**config.mk**
```make
export PLATFORM = sky130hd
export DESIGN_NAME = stopwatch_ctrl_flat
export DESIGN_NICKNAME = d
export VERILOG_FILES = /design/src/rtl/stopwatch_ctrl_if.sv /design/src/rtl/stopwatch_ctrl.sv /design/src/flat_wrapper.sv
export SDC_FILE = /design/constraint.sdc
export NUM_CORES = 1
export LEC_CHECK = 0
export ABC_CLOCK_PERIOD_IN_PS = 5940
export CAP_MARGIN = 20
export CORE_AREA = 5 5 109 137
export CTS_BUF_LIST = sky130_fd_sc_hd__clkbuf_16
export DETAILED_ROUTE_END_ITERATION = 10
export DIE_AREA = 0 0 114 142
export GPL_ROUTABILITY_DRIVEN = 0
export PLACE_DENSITY_LB_ADDON = 0.08
export SETUP_SLACK_MARGIN = 0.05
export SKIP_LAST_GASP = 1
export SLEW_MARGIN = 40
export SYNTH_ARGS = -nofsm -noshare
export SYNTH_HDL_FRONTEND = slang
export SYNTH_SLANG_ARGS = --single-unit
```
**constraint.sdc**
```tcl
create_clock -name CLK -period 5.94 [get_ports CLK]
set_input_delay 1.188 -clock CLK [delete_from_list [all_inputs] [get_ports CLK]]
set_output_delay 1.188 -clock CLK [all_outputs]
set_load 0.005 [all_outputs]
```
**src/rtl/stopwatch_ctrl_if.sv**
```systemverilog
// -----------------------------------------------------------------------------
// stopwatch_ctrl_if
// Groups the stopwatch controller's button inputs and counter-chain/display
// control outputs into a single bundle.
//   BTN_PAUSE  : raw start/pause button (active-high, bouncing)
//   BTN_RESET  : raw clear button (active-high, bouncing)
//   TICK       : one-cycle count-enable pulse to the counter chain
//   PAUSE      : level, high while the counter chain must hold
//   CLR        : one-cycle synchronous clear to the counter chain
//   REFRESH    : one-cycle display digit-scan pulse
//   STATE      : controller state (00 IDLE, 01 RUN, 10 PAUSED)
// Modports: master = button source / output consumer, slave = controller.
// -----------------------------------------------------------------------------
interface stopwatch_ctrl_if;
  logic       BTN_PAUSE;
  logic       BTN_RESET;
  logic       TICK;
  logic       PAUSE;
  logic       CLR;
  logic       REFRESH;
  logic [1:0] STATE;

  modport master (output BTN_PAUSE, BTN_RESET,
                  input  TICK, PAUSE, CLR, REFRESH, STATE);
  modport slave  (input  BTN_PAUSE, BTN_RESET,
                  output TICK, PAUSE, CLR, REFRESH, STATE);
endinterface

```
**src/rtl/stopwatch_ctrl.sv**
```systemverilog
// -----------------------------------------------------------------------------
// stopwatch_ctrl
// Stopwatch controller: synchronizes and debounces two buttons, runs the
// IDLE/RUN/PAUSED state machine, and generates the count-enable tick, the
// counter-chain clear and the free-running display refresh pulse.
// Ports:
//   CLK    : system clock, all logic on its rising edge
//   RESET  : synchronous active-high reset
//   bus    : stopwatch_ctrl_if.slave (buttons in; TICK, PAUSE, CLR,
//            REFRESH, STATE out -- all registered)
// Parameters: DIV_TICK, DIV_REFRESH, DB_CYCLES (each >= 2).
// Build option: define STOPWATCH_CTRL_DB_BYPASS_EN to remove the debounce
// stage (the debounced level becomes the registered synchronizer output and
// DB_CYCLES is ignored). Default build keeps full debounce.
// -----------------------------------------------------------------------------
module stopwatch_ctrl #(
  parameter int DIV_TICK    = 10_000_000,
  parameter int DIV_REFRESH = 100_000,
  parameter int DB_CYCLES   = 1_000_000
) (
  input  logic             CLK,
  input  logic             RESET,
  stopwatch_ctrl_if.slave  bus
);

  localparam int TW = $clog2(DIV_TICK);
  localparam int RW = $clog2(DIV_REFRESH);

  typedef enum logic [1:0] {
    IDLE   = 2'b00,
    RUN    = 2'b01,
    PAUSED = 2'b10
  } state_t;

  // bit 0 = pause button, bit 1 = reset button
  logic [1:0]    sync_a;
  logic [1:0]    sync_b;
  logic [1:0]    db_lvl;
  logic [1:0]    db_prev;
  logic [1:0]    press;
  logic          pause_press;
  logic          reset_press;

  state_t        state;
  state_t        state_next;
  logic [TW-1:0] tick_cnt;
  logic [RW-1:0] ref_cnt;
  logic          tick;
  logic          pause;
  logic          clr;
  logic          refresh;

  // Two-flop synchronizer for both raw buttons.
  always_ff @(posedge CLK) begin
    if (RESET) begin
      sync_a <= 2'b00;
      sync_b <= 2'b00;
    end else begin
      sync_a <= {bus.BTN_RESET, bus.BTN_PAUSE};
      sync_b <= sync_a;
    end
  end

`ifdef STOPWATCH_CTRL_DB_BYPASS_EN
  // Debounce bypassed: debounced level follows the synchronizer output.
  always_ff @(posedge CLK) begin
    if (RESET) begin
      db_lvl <= 2'b00;
    end else begin
      db_lvl <= sync_b;
    end
  end
`else
  localparam int CW = $clog2(DB_CYCLES);
  logic [CW-1:0] stab_cnt [2];

  // Debounce: accept a new level only after DB_CYCLES consecutive mismatches;
  // any agreeing cycle restarts the count.
  always_ff @(posedge CLK) begin
    if (RESET) begin
      db_lvl <= 2'b00;
      for (int i = 0; i < 2; i++) begin
        stab_cnt[i] <= {CW{1'b0}};
      end
    end else begin
      for (int i = 0; i < 2; i++) begin
        if (sync_b[i] != db_lvl[i]) begin
          if (stab_cnt[i] == CW'(DB_CYCLES - 1)) begin
            db_lvl[i]   <= sync_b[i];
            stab_cnt[i] <= {CW{1'b0}};
          end else begin
            stab_cnt[i] <= stab_cnt[i] + CW'(1);
          end
        end else begin
          stab_cnt[i] <= {CW{1'b0}};
        end
      end
    end
  end
`endif

  // Previous debounced level, used to detect the rising edge only.
  always_ff @(posedge CLK) begin
    if (RESET) begin
      db_prev <= 2'b00;
    end else begin
      db_prev <= db_lvl;
    end
  end

  // Press event is high for the single cycle the debounced level first reads 1.
  assign press       = db_lvl & ~db_prev;
  assign pause_press = press[0];
  assign reset_press = press[1];

  // Next-state logic; a reset press overrides a simultaneous pause press.
  always_comb begin
    state_next = state;
    if (reset_press) begin
      state_next = IDLE;
    end else if (pause_press) begin
      case (state)
        IDLE:    state_next = RUN;
        RUN:     state_next = PAUSED;
        PAUSED:  state_next = RUN;
        default: state_next = IDLE;
      endcase
    end else begin
      state_next = state;
    end
  end

  // State register and registered counter-chain controls. TICK and PAUSE are
  // derived from the next state so TICK can never coincide with PAUSE.
  always_ff @(posedge CLK) begin
    if (RESET) begin
      state    <= IDLE;
      tick_cnt <= {TW{1'b0}};
      tick     <= 1'b0;
      pause    <= 1'b1;
      clr      <= 1'b1;
    end else begin
      state <= state_next;
      pause <= (state_next != RUN);
      clr   <= reset_press;
      tick  <= (state == RUN) && (state_next == RUN) &&
               (tick_cnt == TW'(DIV_TICK - 1));
      // Divider clears in IDLE, advances in RUN and holds across PAUSED so a
      // resume keeps the partial interval.
      if (state_next == IDLE) begin
        tick_cnt <= {TW{1'b0}};
      end else if (state == RUN) begin
        if (tick_cnt == TW'(DIV_TICK - 1)) begin
          tick_cnt <= {TW{1'b0}};
        end else begin
          tick_cnt <= tick_cnt + TW'(1);
        end
      end else begin
        tick_cnt <= tick_cnt;
      end
    end
  end

  // Free-running display refresh divider, independent of the buttons.
  always_ff @(posedge CLK) begin
    if (RESET) begin
      ref_cnt <= {RW{1'b0}};
      refresh <= 1'b0;
    end else begin
      refresh <= (ref_cnt == RW'(DIV_REFRESH - 1));
      if (ref_cnt == RW'(DIV_REFRESH - 1)) begin
        ref_cnt <= {RW{1'b0}};
      end else begin
        ref_cnt <= ref_cnt + RW'(1);
      end
    end
  end

  assign bus.STATE   = state;
  assign bus.TICK    = tick;
  assign bus.PAUSE   = pause;
  assign bus.CLR     = clr;
  assign bus.REFRESH = refresh;

endmodule

```
**src/flat_wrapper.sv**
```systemverilog
// flat-port wrapper written by rule: the top's interface ports become plain ports
module stopwatch_ctrl_flat 
#(
  parameter int DIV_TICK    = 10_000_000,
  parameter int DIV_REFRESH = 100_000,
  parameter int DB_CYCLES   = 1_000_000
)
  (CLK, RESET, bus_BTN_PAUSE, bus_BTN_RESET, bus_TICK, bus_PAUSE, bus_CLR, bus_REFRESH, bus_STATE);
  stopwatch_ctrl_if bus_i ();
  input  logic CLK;
  input  logic RESET;
  input wire logic [$bits(bus_i.BTN_PAUSE)-1:0] bus_BTN_PAUSE;
  input wire logic [$bits(bus_i.BTN_RESET)-1:0] bus_BTN_RESET;
  output wire logic [$bits(bus_i.TICK)-1:0] bus_TICK;
  output wire logic [$bits(bus_i.PAUSE)-1:0] bus_PAUSE;
  output wire logic [$bits(bus_i.CLR)-1:0] bus_CLR;
  output wire logic [$bits(bus_i.REFRESH)-1:0] bus_REFRESH;
  output wire logic [$bits(bus_i.STATE)-1:0] bus_STATE;
  assign bus_i.BTN_PAUSE = bus_BTN_PAUSE;
  assign bus_i.BTN_RESET = bus_BTN_RESET;
  assign bus_TICK = bus_i.TICK;
  assign bus_PAUSE = bus_i.PAUSE;
  assign bus_CLR = bus_i.CLR;
  assign bus_REFRESH = bus_i.REFRESH;
  assign bus_STATE = bus_i.STATE;
  stopwatch_ctrl #(.DIV_TICK(DIV_TICK), .DIV_REFRESH(DIV_REFRESH), .DB_CYCLES(DB_CYCLES)) u_core (.CLK(CLK), .RESET(RESET), .bus(bus_i));
endmodule
```
After elaboration in Yosys (flattened, before gate mapping)
Memory sizes are Yosys's and may differ from the RTL's.
Cells that the tools add are included.
{ "word_totals": {"ram_bits": 40, "wordCells": 78, "ff_bits": 55, "n_memories": 1} }
{ "classes": {"n_mux": 34, "n_eq_ne": 10, "n_reduce_logical": 9, "add_sub_neg": 4, "bitwise_logic": 8} }
{ "memory_table": {"columns": ["memory", "words", "width", "read_ports", "rd_ports_with_merged_regs", "write_ports", "line_no", "text"], "rows": [
  ["u_core.stab_cnt", 2, 20, 2, 0, 2, "stopwatch_ctrl.sv:75", "logic [CW-1:0] stab_cnt [2];"]
]} }
{ "ops": {"columns": ["cell", "count"], "rows": [
  ["2-to-1 mux 20 bit", 6],
  ["adder 20 x 1 -> 20 bit, second input constant", 2],
  ["== test 20 bit, second input constant", 2],
  ["adder 24 x 1 -> 24 bit, second input constant", 1],
  ["== test 24 bit, second input constant", 1],
  ["2-to-1 mux 1 bit", 24],
  ["2-to-1 mux 24 bit", 1],
  ["adder 17 x 1 -> 17 bit, second input constant", 1],
  ["== test 17 bit, second input constant", 1],
  ["OR 1 bit", 6],
  ["OR reduction 2 bit", 3],
  ["== test 2 x 1 -> 1 bit, second input constant", 2],
  ["logical NOT 2 bit", 2],
  ["2-to-1 mux 2 bit", 2],
  ["case mux 2 bit (2 select lines)", 1],
  ["AND reduction 2 bit", 2],
  ["bitwise AND 2 bit", 1],
  ["== test 2 bit, second input constant", 1],
  ["logical AND 1 bit", 2],
  ["inequality test 1 bit", 2],
  ["inequality test 2 x 1 -> 1 bit, second input constant", 1],
  ["NOT 2 bit", 1]
]} }

Longest topological paths before layout
Gate-level depths: netlist of the first run.
{ "depth": {"depth_word": 8, "depth_mapped": 7, "mapped_depth_nobuf": 5} }

Worst setup path before layout of the first run
Ideal clock, no wire load.
{ "synth_timing": {"kind": "flip-flop to flip-flop", "from": "memory u_core.stab_cnt[1][11] (netlist bit)", "to": "memory u_core.stab_cnt[1][2] (netlist bit) (data pin)", "arrival_time_ns": 1.883, "path_slack_ns": 3.801, "path_buffers": 1, "setup_time_ns": 0.257, "required_ns": 5.683, "path_stages_with_launch": 6, "path_cell_list": "edfxtp_1 or4_1 or4_1 o211ai_1 buf_2 nor2_1"} }
{ "synth_lines": {"columns": ["item", "line_no"], "rows": [
  ["start: declaration", "stopwatch_ctrl.sv:75"]
]} }

Worst setup path after layout of the first run
{ "layout_timing": {"from": "input port RESET", "to": "register u_core.tick_cnt[15]"} }
{ "layout_via": {"elab_chain_len": 1} }
{ "layout_rtl": {"columns": ["item", "line_no", "text"], "rows": [
  ["start: declaration", "flat_wrapper.sv:11", "input logic RESET;"],
  ["OR reduction 2 bit (no source line)", null, null],
  ["end signal: assignment", "stopwatch_ctrl.sv:138", "tick_cnt <= {TW{1'b0}};"],
  ["end signal: assignment", "stopwatch_ctrl.sv:151", "tick_cnt <= {TW{1'b0}};"],
  ["end signal: assignment", "stopwatch_ctrl.sv:154", "tick_cnt <= {TW{1'b0}};"],
  ["end: declaration", "stopwatch_ctrl.sv:46", "logic [TW-1:0] tick_cnt;"]
]} }
No other way between the ends.
A chain may end at the register's enable or synchronous reset.

==> impl_metrics.py, run 1 <==
metrics = {
    "power": {
        "power_w": 0.00128,
        "power.density_mw_per_mm2": 243,
        "power_leakage_nw": 1.71,
        "peakVddDrop_mv": 0.115,
    },
    "synthesis": {
        "ys_seq_elements": 95,
        "syn_area_mm2": 0.00463,
        "yosys-top-cells-area": "edfxtp_1 26%, dfxtp_1 24%, xor2_1 6.1%, nor2_1 5.0%, xnor2_1 4.0%",
        "avgSynthCellArea_um2": 9.56,
        "ys_types": 49,
        "ys.flop_type": "dfxtp_1",
        "synth-edff-count": 40,
        "synth_cells": 484,
        "yosysTopAreaCell": "edfxtp_1",
        "yosysSeqAreaShare_pct": 49.8,
        "ys_async_sr_fraction_pct": 0,
        "yosys.area.top_type_share_pct": 26.0,
        "synth_warnings": 0,
    },
    "timing": {
        "fmax_ghz": 0.372,
        "finalCritPeriodShare_pct": 45.3,
        "tightestPinTransition_ns": 0.746,
        "maxSlewViolCount": 0,
        "hold_ws_ns": 0.442,
        "fin_skew_ns": 0.00685,
        "hold_viol_final": 0,
        "rsz0062_at_grt": "no",
        "finalSetupViolations": 0,
        "setup_tns_ns": 0,
        "relSlewSlack_pct": 50.3,
        "period_minus_slack_ns": 2.69,
    },
    "global_routing": {
        "grt_pass1_wl_um": 15100,
        "first_global_vias": 3329,
        "grt_max_degree": 23,
        "antenna_found_initial": 0,
        "grt_use_total_pct": 11.4,
        "overflow": 0,
    },
    "drt": {
        "drt_iter0_markers": 107,
        "totalWireLength_um": 8790,
        "wl_per_cell_um": 12.5,
        "post-route-drc-count": 0,
        "vias_per_cell": 4.91,
        "ant_nets": 0,
        "vias": 3457,
        "first_pass_iters": 4,
    },
    "clock_network": {
        "hold_buffers": 0,
        "cts_tree": "done",
        "post_cts_resized": 0,
        "clockRootBuffer": "clkbuf_16",
        "cts_inserted_buffers": 9,
        "path_clk_slew_ns": 0.07,
        "cts.sinks": 95,
        "clk_latency_ns": 0.34,
        "htreeDepth": 3,
        "cts_setup_buffers": 0,
        "cts_buffer_depth": 2,
    },
    "worst_setup_path": {
        "path_max_fanout": 22,
        "arrival_ns": 2.96,
        "critical_path_class": "in -> reg",
        "cp.required_ns": 6.21,
        "end_kind": "flop",
        "start_kind": "input pin",
    },
    "placed_design": {
        "portBuffers": 9,
        "hpwl_um": 6170,
        "postPlaceCellArea_mm2": 0.00502,
    },
    "finish": {
        "nFillCells": 1368,
        "nets": 532,
        "area_growth_pct": 14.5,
        "drive_gt1_share_pct": 5.48,
        "postLayoutCellArea_mm2": 0.00530,
        "antenna_cells": 0,
        "final_util_pct": 39.2,
    },
    "floorplan": {
        "die_h_um": 142,
        "fp.dieW_um": 114,
        "io_pins": 10,
        "start_util_pct": 34.2,
        "dieArea_mm2": 0.0162,
        "core_mm2": 0.0135,
        "rows": 48,
    },
    "run_status": {
        "status": "completed",
    },
    "run": {
        "maxCapViolCount": 0,
    },
    "worst_hold_path": {
        "hold_path.class": "reg -> reg",
    },
}
[placed cells by master, fill, tap and decap left out, drive strengths merged, types with 11 or more instances in the layout]
master | netlist | layout
a21oi | 27 | 27
conb | 1 | 40
dfxtp | 55 | 55
edfxtp | 40 | 40
inv | 13 | 15
nand2 | 30 | 30
nand3 | 30 | 30
nand4 | 18 | 18
nor2 | 62 | 62
o21ai | 17 | 17
o31ai | 11 | 11
or3 | 19 | 19
or4 | 15 | 15
xnor2 | 21 | 21
xor2 | 32 | 32
[logic make-up (layout without fill, tap and decap cells)]
family,after synthesis,after routing,synth area share (%)
buffers and inverters,35,41,3.11
xor gates and xnor gates,53,53,10.0
and+or+nand+nor,235,235,28.1
DFF,95,95,49.8
other,1,40,0.0810
muxes,1,1,0.216
AOI/OAI and AO/OA,60,60,7.65
adders and majority gates,4,4,1.08
[critical path: stages]
cell and delay (ns):
clkdlybuf4s50_1 0.67, a2111oi_0 0.60, o31ai_2 0.13, buf_4 0.24
a21oi_1 0.14
[Yosys cell counts (all sizes together) (9+ instances only)]
| library cell | n |
|---|---|
| o31ai | 11 |
| clkbuf | 15 |
| a21oi | 27 |
| nor2b | 9 |
| edfxtp | 40 |
| inv | 13 |
| and4 | 9 |
| o21ai | 17 |
| xnor2 | 21 |
| xor2 | 32 |
| dfxtp | 55 |
| nand3 | 30 |
| nand4 | 18 |
| nor4 | 9 |
| or3 | 19 |
| or4 | 15 |
| nand2 | 30 |
| nor2 | 62 |
[state kept, by name (all words and copies together), names as in the netlist]
| signal | count |
|---|---|
| u_core.sync_a | 2 |
| u_core.bus.PAUSE | 1 |
| u_core.sync_b | 2 |
| u_core.bus.TICK | 1 |
| u_core.ref_cnt | 17 |
| u_core.bus.REFRESH | 1 |
| u_core.db_lvl | 2 |
| u_core.stab_cnt | 40 |
| u_core.tick_cnt | 24 |
| u_core.db_prev | 2 |
| u_core.bus.CLR | 1 |
| u_core.bus.STATE | 2 |
[per-layer routing]
metal | global-route usage [%] | share of wire (%)
met5 | 0 | 0
met4 | 5.82 | 2.3
met3 | 1.70 | 2.0
met2 | 19.2 | 48
met1 | 14.1 | 47
[stage by stage]
step	setup WS, ns	cells
after floorplan	3.80	523
after global placement	2.90	688
after detailed placement	2.87	688
after CTS	3.23	704
after global routing	3.02	704
final	3.25	704
[path summary, 6_finish.rpt]
| path | depth (start not counted) | end | slack, ns | startpoint |
|---|---|---|---|---|
| max | 5 | u_core.tick_cnt[15]$_SDFFE_PP0P_ | 3.25 | RESET |
| min | 1 | u_core.sync_b[0]$_SDFF_PP0_ | 0.44 | u_core.sync_a[0]$_SDFF_PP0_ |
| min reg2reg | 1 | u_core.sync_b[0]$_SDFF_PP0_ | 0.44 | u_core.sync_a[0]$_SDFF_PP0_ |
| max reg2reg | 5 | u_core.stab_cnt[1][14]$_SDFFCE_PP0P_ | 3.54 | u_core.stab_cnt[1][11]$_SDFFCE_PP0P_ |
[area by class of cell]
type	instances	area, µm²	area share, %
clock buffer	9	225	4.25
clock inverter	7	47.5	0.898
inverter	13	48.8	0.921
multi-input combinational	393	2340	44.2
sequential	95	2300	43.5
tap	175	219	4.13
timing repair buffer	12	113	2.13
[report_power, final]
part	switching (W)	internal (W)
registers	0.0000142	0.000694
logic	0.0000214	0.0000148
clock network	0.000255	0.000285
No activity file was read; power rests on OpenSTA's default activity.
==> inputs of run 2 (changes only) <==
--- a/config.mk
+++ b/config.mk
@@ -5,7 +5,7 @@
 export SDC_FILE = /design/constraint.sdc
 export NUM_CORES = 1
 export LEC_CHECK = 0
-export ABC_CLOCK_PERIOD_IN_PS = 5940
+export ABC_CLOCK_PERIOD_IN_PS = 2800
 export CAP_MARGIN = 20
 export CORE_AREA = 5 5 109 137
 export CTS_BUF_LIST = sky130_fd_sc_hd__clkbuf_16
==> constraint.sdc (replaced) <==
create_clock -name CLK -period 2.8 [get_ports CLK]
set_input_delay 0.56 -clock CLK [delete_from_list [all_inputs] [get_ports CLK]]
set_output_delay 0.56 -clock CLK [all_outputs]
set_load 0.005 [all_outputs]
==> impl_metrics.py, run 2 (synthesized netlist as in run 1, its figures left out) <==
metrics = {
    "worst_hold_path": {
        "holdPathEnd": "u_core.sync_b[0]$_SDFF_PP0_",
        "hp-start": "u_core.sync_a[0]$_SDFF_PP0_",
        "min_path_cells": 1,
        "hold_path.class": "reg -> reg",
    },
    "power": {
        "peakVddDrop_mv": 0.237,
        "power.density_mw_per_mm2": 513,
        "power_leakage_nw": 1.73,
        "power_w": 0.00273,
    },
    "global_routing": {
        "overflow": 0,
        "grt_pass1_wl_um": 15000,
        "grt_max_degree": 23,
        "antenna_found_initial": 0,
        "grt_use_total_pct": 11.4,
        "first_global_vias": 3299,
    },
    "timing": {
        "hold_viol_final": 0,
        "setup_tns_ns": 0,
        "relSlewSlack_pct": 57.9,
        "period_minus_slack_ns": 2.28,
        "finalCritPeriodShare_pct": 81.5,
        "finalSetupViolations": 0,
        "fin_skew_ns": 0.00549,
        "fmax_ghz": 0.438,
        "rsz0062_at_grt": "no",
        "maxSlewViolCount": 0,
        "tightestPinTransition_ns": 0.625,
    },
    "placed_design": {
        "portBuffers": 9,
        "hpwl_um": 6080,
    },
    "finish": {
        "nets": 534,
        "regArea_mm2": 0.00230,
        "area_growth_pct": 14.7,
        "nFillCells": 1393,
        "largest_reg_flops": 40,
        "reg_top3": "u_core.stab_cnt: 40 flops, u_core.tick_cnt: 24 flops, u_core.ref_cnt: 17 flops",
        "mostFrequentLayoutCell": "nor2_1",
        "antenna_cells": 0,
        "multiInputGateArea_mm2": 0.00233,
        "regMostFlops": "u_core.stab_cnt",
        "drive_gt1_share_pct": 5.46,
        "final_cell_mix": "62 x nor2_1, 55 x dfxtp_1, 40 x edfxtp_1, 40 x conb_1, 32 x xor2_1",
    },
    "drt": {
        "first_pass_iters": 4,
        "vias": 3434,
        "post-route-drc-count": 0,
        "drt_iter0_markers": 75,
        "vias_per_cell": 4.86,
        "totalWireLength_um": 8640,
        "ant_nets": 0,
        "wl_per_cell_um": 12.2,
    },
    "clock_network": {
        "cts_setup_buffers": 0,
        "cts_tree": "done",
        "cts.sinks": 95,
        "clockRootBuffer": "clkbuf_16",
        "cts_buffer_depth": 2,
        "cts_inserted_buffers": 9,
        "path_clk_slew_ns": 0.06,
        "post_cts_resized": 0,
        "htreeDepth": 3,
        "clk_latency_ns": 0.34,
        "hold_buffers": 0,
    },
    "floorplan": {
        "core_mm2": 0.0135,
        "die_h_um": 142,
        "rows": 48,
        "dieArea_mm2": 0.0162,
        "io_pins": 10,
        "fp.dieW_um": 114,
        "start_util_pct": 34.2,
    },
    "worst_setup_path": {
        "r2r_cells": 5,
        "r2r_slack_ns": 0.52,
        "path_max_fanout": 20,
        "cp.required_ns": 2.89,
        "cp_slowest_cell": "or4_1",
        "cp_common_cell": "or4_1",
        "arrival_ns": 2.37,
        "r2r_start": "u_core.stab_cnt[1][11]$_SDFFCE_PP0P_",
        "crit_buf_inv": 1,
        "critical_path_class": "reg -> reg",
        "start_kind": "flop",
        "end_kind": "flop",
        "path_delay_family": "simple AND/OR/NAND/NOR gates",
        "slowest_delay_ns": 0.56,
        "r2r-end": "u_core.stab_cnt[1][9]$_SDFFCE_PP0P_",
        "path_cells": "or4_1 -> or4_1 -> o211ai_1 -> buf_4 -> nor2_1",
    },
    "run_status": {
        "status": "completed",
    },
    "run": {
        "maxCapViolCount": 0,
    },
}
run 2: power by group:
group	internal, W	leakage [nW]	switching (W)	total, W
clock network	0.000644	0.151	0.000501	0.00114
logic	0.0000327	0.726	0.0000448	0.0000775
registers	0.00147	0.857	0.0000291	0.00150
run 2: how the worst max path moves through the flow:
stage / from / cells after the start / end / slack [ns]
after global routing: u_core.stab_cnt[1][13]$_SDFFCE_PP0P_ / 5 / u_core.stab_cnt[1][6]$_SDFFCE_PP0P_ / 0.36
after CTS: u_core.stab_cnt[1][11]$_SDFFCE_PP0P_ / 5 / u_core.stab_cnt[1][12]$_SDFFCE_PP0P_ / 0.49
after floorplan: u_core.stab_cnt[1][11]$_SDFFCE_PP0P_ / 5 / u_core.stab_cnt[1][2]$_SDFFCE_PP0P_ / 0.66
final: u_core.stab_cnt[1][11]$_SDFFCE_PP0P_ / 5 / u_core.stab_cnt[1][9]$_SDFFCE_PP0P_ / 0.52
after detailed placement: u_core.stab_cnt[1][11]$_SDFFCE_PP0P_ / 5 / u_core.stab_cnt[1][10]$_SDFFCE_PP0P_ / 0.49
after global placement: u_core.stab_cnt[1][11]$_SDFFCE_PP0P_ / 5 / u_core.stab_cnt[1][2]$_SDFFCE_PP0P_ / 0.54
run 2: layer usage:
layer | vias up | routed length, µm | global-route usage, % | part of all wire, %
met4 | 0 | 135 | 4.69 | 1.6
met5 | - | 0 | 0 | 0
met1 | 1598 | 4140 | 13.8 | 48
li1 | 1803 | - | - | -
met2 | 23 | 4180 | 19.3 | 48
met3 | 10 | 194 | 2.68 | 2.2
run 2: area by class of cell:
cell class / count / area share (%)
multi-input cells: 393 / 43.9
flip-flops and latches: 95 / 43.4
clock buffers: 10 / 4.71
well taps: 175 / 4.13
repair buffers: 14 / 2.40
inverters: 13 / 0.919
clock inverters: 6 / 0.519
run 2: stage by stage:
step	std cells	worst slack, ns	hold slack (ns)	util [%]	cell area, µm²
5_1_grt	706	0.363	0.462	39.3	5310
3_3_place_gp	690	0.539	0.420	37.2	5030
3_5_place_dp	690	0.495	0.422	37.2	5030
2_1_floorplan	523	0.661	0.414	-	4770
6_report	706	0.518	0.437	39.3	5310
4_1_cts	706	0.491	0.437	39.3	5310
==> inputs of run 3 (changes only) <==
--- a/config.mk
+++ b/config.mk
@@ -5,7 +5,7 @@
 export SDC_FILE = /design/constraint.sdc
 export NUM_CORES = 1
 export LEC_CHECK = 0
-export ABC_CLOCK_PERIOD_IN_PS = 2800
+export ABC_CLOCK_PERIOD_IN_PS = 2000
 export CAP_MARGIN = 20
 export CORE_AREA = 5 5 109 137
 export CTS_BUF_LIST = sky130_fd_sc_hd__clkbuf_16
==> constraint.sdc (replaced) <==
create_clock -name CLK -period 2 [get_ports CLK]
set_input_delay 0.4 -clock CLK [delete_from_list [all_inputs] [get_ports CLK]]
set_output_delay 0.4 -clock CLK [all_outputs]
set_load 0.005 [all_outputs]
==> impl_metrics.py, run 3 (synthesized netlist as in run 1, its figures left out) <==
metrics = {
    "timing": {
        "finalCritPeriodShare_pct": 107,
        "rsz0062_at_grt": "yes",
        "finalSetupViolations": 21,
        "fin_skew_ns": 0.00911,
        "fmax_ghz": 0.469,
        "maxSlewViolCount": 0,
        "hold_viol_final": 0,
        "fin_ws_ns": -0.133,
        "period_minus_slack_ns": 2.13,
        "hold_ws_ns": 0.442,
    },
    "placed_design": {
        "pre_cts_slack_ns": -0.137,
        "hpwl_um": 7100,
        "portBuffers": 9,
        "placed_cells": 747,
    },
    "power": {
        "power_w": 0.00402,
        "peakVddDrop_mv": 0.458,
        "power_leakage_nw": 2.10,
        "power.density_mw_per_mm2": 679,
    },
    "finish": {
        "reg_top3": "u_core.stab_cnt: 40 flops, u_core.tick_cnt: 24 flops, u_core.ref_cnt: 17 flops",
        "mostFrequentLayoutCell": "buf_4",
        "nets": 599,
        "final_cell_mix": "64 x buf_4, 62 x nor2_1, 55 x dfxtp_1",
        "antenna_cells": 0,
        "final_cells": 771,
        "largest_reg_flops": 40,
        "drive_gt1_share_pct": 17.6,
        "area_growth_pct": 28.0,
        "regMostFlops": "u_core.stab_cnt",
    },
    "worst_setup_path": {
        "path_cells": "or4_4 -> or4_4 -> o211ai_1 -> buf_4 -> buf_4 -> nor2_1",
        "r2r_cells": 6,
        "crit_buf_inv": 2,
        "cp_slowest_cell": "or4_4",
        "r2r-end": "u_core.stab_cnt[1][6]$_SDFFCE_PP0P_",
        "r2r_start": "u_core.stab_cnt[1][13]$_SDFFCE_PP0P_",
        "path_max_fanout": 5,
        "end_kind": "flop",
        "arrival_ns": 2.23,
        "start_kind": "flop",
        "cp.required_ns": 2.09,
        "r2r_slack_ns": -0.13,
        "critical_path_class": "reg -> reg",
        "path_delay_family": "simple AND/OR/NAND/NOR gates",
        "slowest_delay_ns": 0.54,
    },
    "floorplan": {
        "start_util_pct": 34.2,
        "core_mm2": 0.0135,
        "io_pins": 10,
        "dieArea_mm2": 0.0162,
        "rows": 48,
        "die_h_um": 142,
        "fp.dieW_um": 114,
    },
    "global_routing": {
        "globalRouteMet3Util_pct": 2.59,
        "first_global_vias": 3792,
        "use_met2_pct": 22.8,
        "grt_use_total_pct": 12.8,
        "met1_usage_pct": 15.1,
        "overflow": 0,
        "grt_max_degree": 23,
        "antenna_found_initial": 0,
        "grt-busiest-layer": "met2",
        "grt_pass1_wl_um": 17000,
    },
    "clock_network": {
        "clockRootBuffer": "clkbuf_16",
        "path_clk_slew_ns": 0.07,
        "hold_buffers": 0,
        "htreeDepth": 3,
        "cts.sinks": 95,
        "clk_latency_ns": 0.34,
        "cts_inserted_buffers": 9,
        "cts_buffer_depth": 2,
        "cts_tree": "done",
    },
    "drt": {
        "vias": 3751,
        "first_pass_iters": 6,
        "wl_per_cell_um": 12.6,
        "post-route-drc-count": 0,
        "vias_per_cell": 4.87,
        "drt_iter0_markers": 113,
        "totalWireLength_um": 9690,
        "ant_nets": 0,
    },
    "run_status": {
        "violations": "setup timing",
        "status": "finished with violations",
    },
    "worst_hold_path": {
        "holdPathEnd": "u_core.sync_b[1]$_SDFF_PP0_",
        "hold_path.class": "reg -> reg",
        "min_path_cells": 1,
        "hp-start": "u_core.sync_a[1]$_SDFF_PP0_",
    },
    "run": {
        "maxCapViolCount": 0,
    },
}
==> run 3: cell types whose count changed in the layout (fill, tap and decap cells not counted), sizes merged <==
cell    change
buf        +65
bufinv      +1
clkbuf      -1
clkinv      +1
inv         -1
==> run 3: per-layer routing <==
layer / wire length (µm) / share of wire (%)
met5: 0 / 0
met1: 4380 / 45
met4: 166 / 1.7
met2: 4930 / 51
met3: 210 / 2.2
==> run 3: worst max path at each step <==
stage,from,slack [ns],end,cells after the start
finish,u_core.stab_cnt[1][13]$_SDFFCE_PP0P_,-0.13,u_core.stab_cnt[1][6]$_SDFFCE_PP0P_,6
detailed placement,u_core.stab_cnt[1][11]$_SDFFCE_PP0P_,-0.14,u_core.stab_cnt[1][18]$_SDFFCE_PP0P_,5
global route,u_core.stab_cnt[1][13]$_SDFFCE_PP0P_,-0.20,u_core.stab_cnt[1][15]$_SDFFCE_PP0P_,6
global placement,u_core.stab_cnt[1][11]$_SDFFCE_PP0P_,-0.12,u_core.stab_cnt[1][2]$_SDFFCE_PP0P_,5
floorplan,u_core.stab_cnt[1][6]$_SDFFCE_PP0P_,-0.03,u_core.stab_cnt[1][18]$_SDFFCE_PP0P_,5
CTS,u_core.stab_cnt[1][13]$_SDFFCE_PP0P_,-0.12,u_core.stab_cnt[1][13]$_SDFFCE_PP0P_,6
==> run 3: cell type report <==
class | count | area (µm²)
clock buffers | 9 | 225
clock inverters | 7 | 80.1
fillers | 1332 | 7590
inverters | 13 | 48.8
multi-input cells | 393 | 2380
flip-flops and latches | 95 | 2300
well taps | 175 | 219
repair buffers | 79 | 668
==> run 3: what timing repair did <==
action	CTS	global route
cloned	1	0
pin swaps	1	2
buffers inserted	4	3
gates resized for setup	10	4
setup endpoints to repair	21	34
==> run 3: power by group <==
group | switching [W] | internal [W]
combinational | 0.0000864 | 0.0000839
clock | 0.000770 | 0.000988
sequential | 0.0000322 | 0.00206
==> run 3: worst reg2reg max path, delay by kind of cell, from the launching register on <==
family | cells | cell delay [ns]
buf+inv | 2 | 0.31
compound gates | 1 | 0.18
flops | 1 | 0.38
simple gates | 3 | 1.02
==> run 3: metrics by stage <==
stage	setup TNS (ns)	instance area, µm²	utilization (%)
final	-2.52	5920	43.8
after global routing	-3.85	5920	43.8
after CTS	-2.20	5870	43.4
after detailed placement	-2.51	5500	40.7
after global placement	-4.93	5490	40.6
after floorplan	-0.469	4790	-
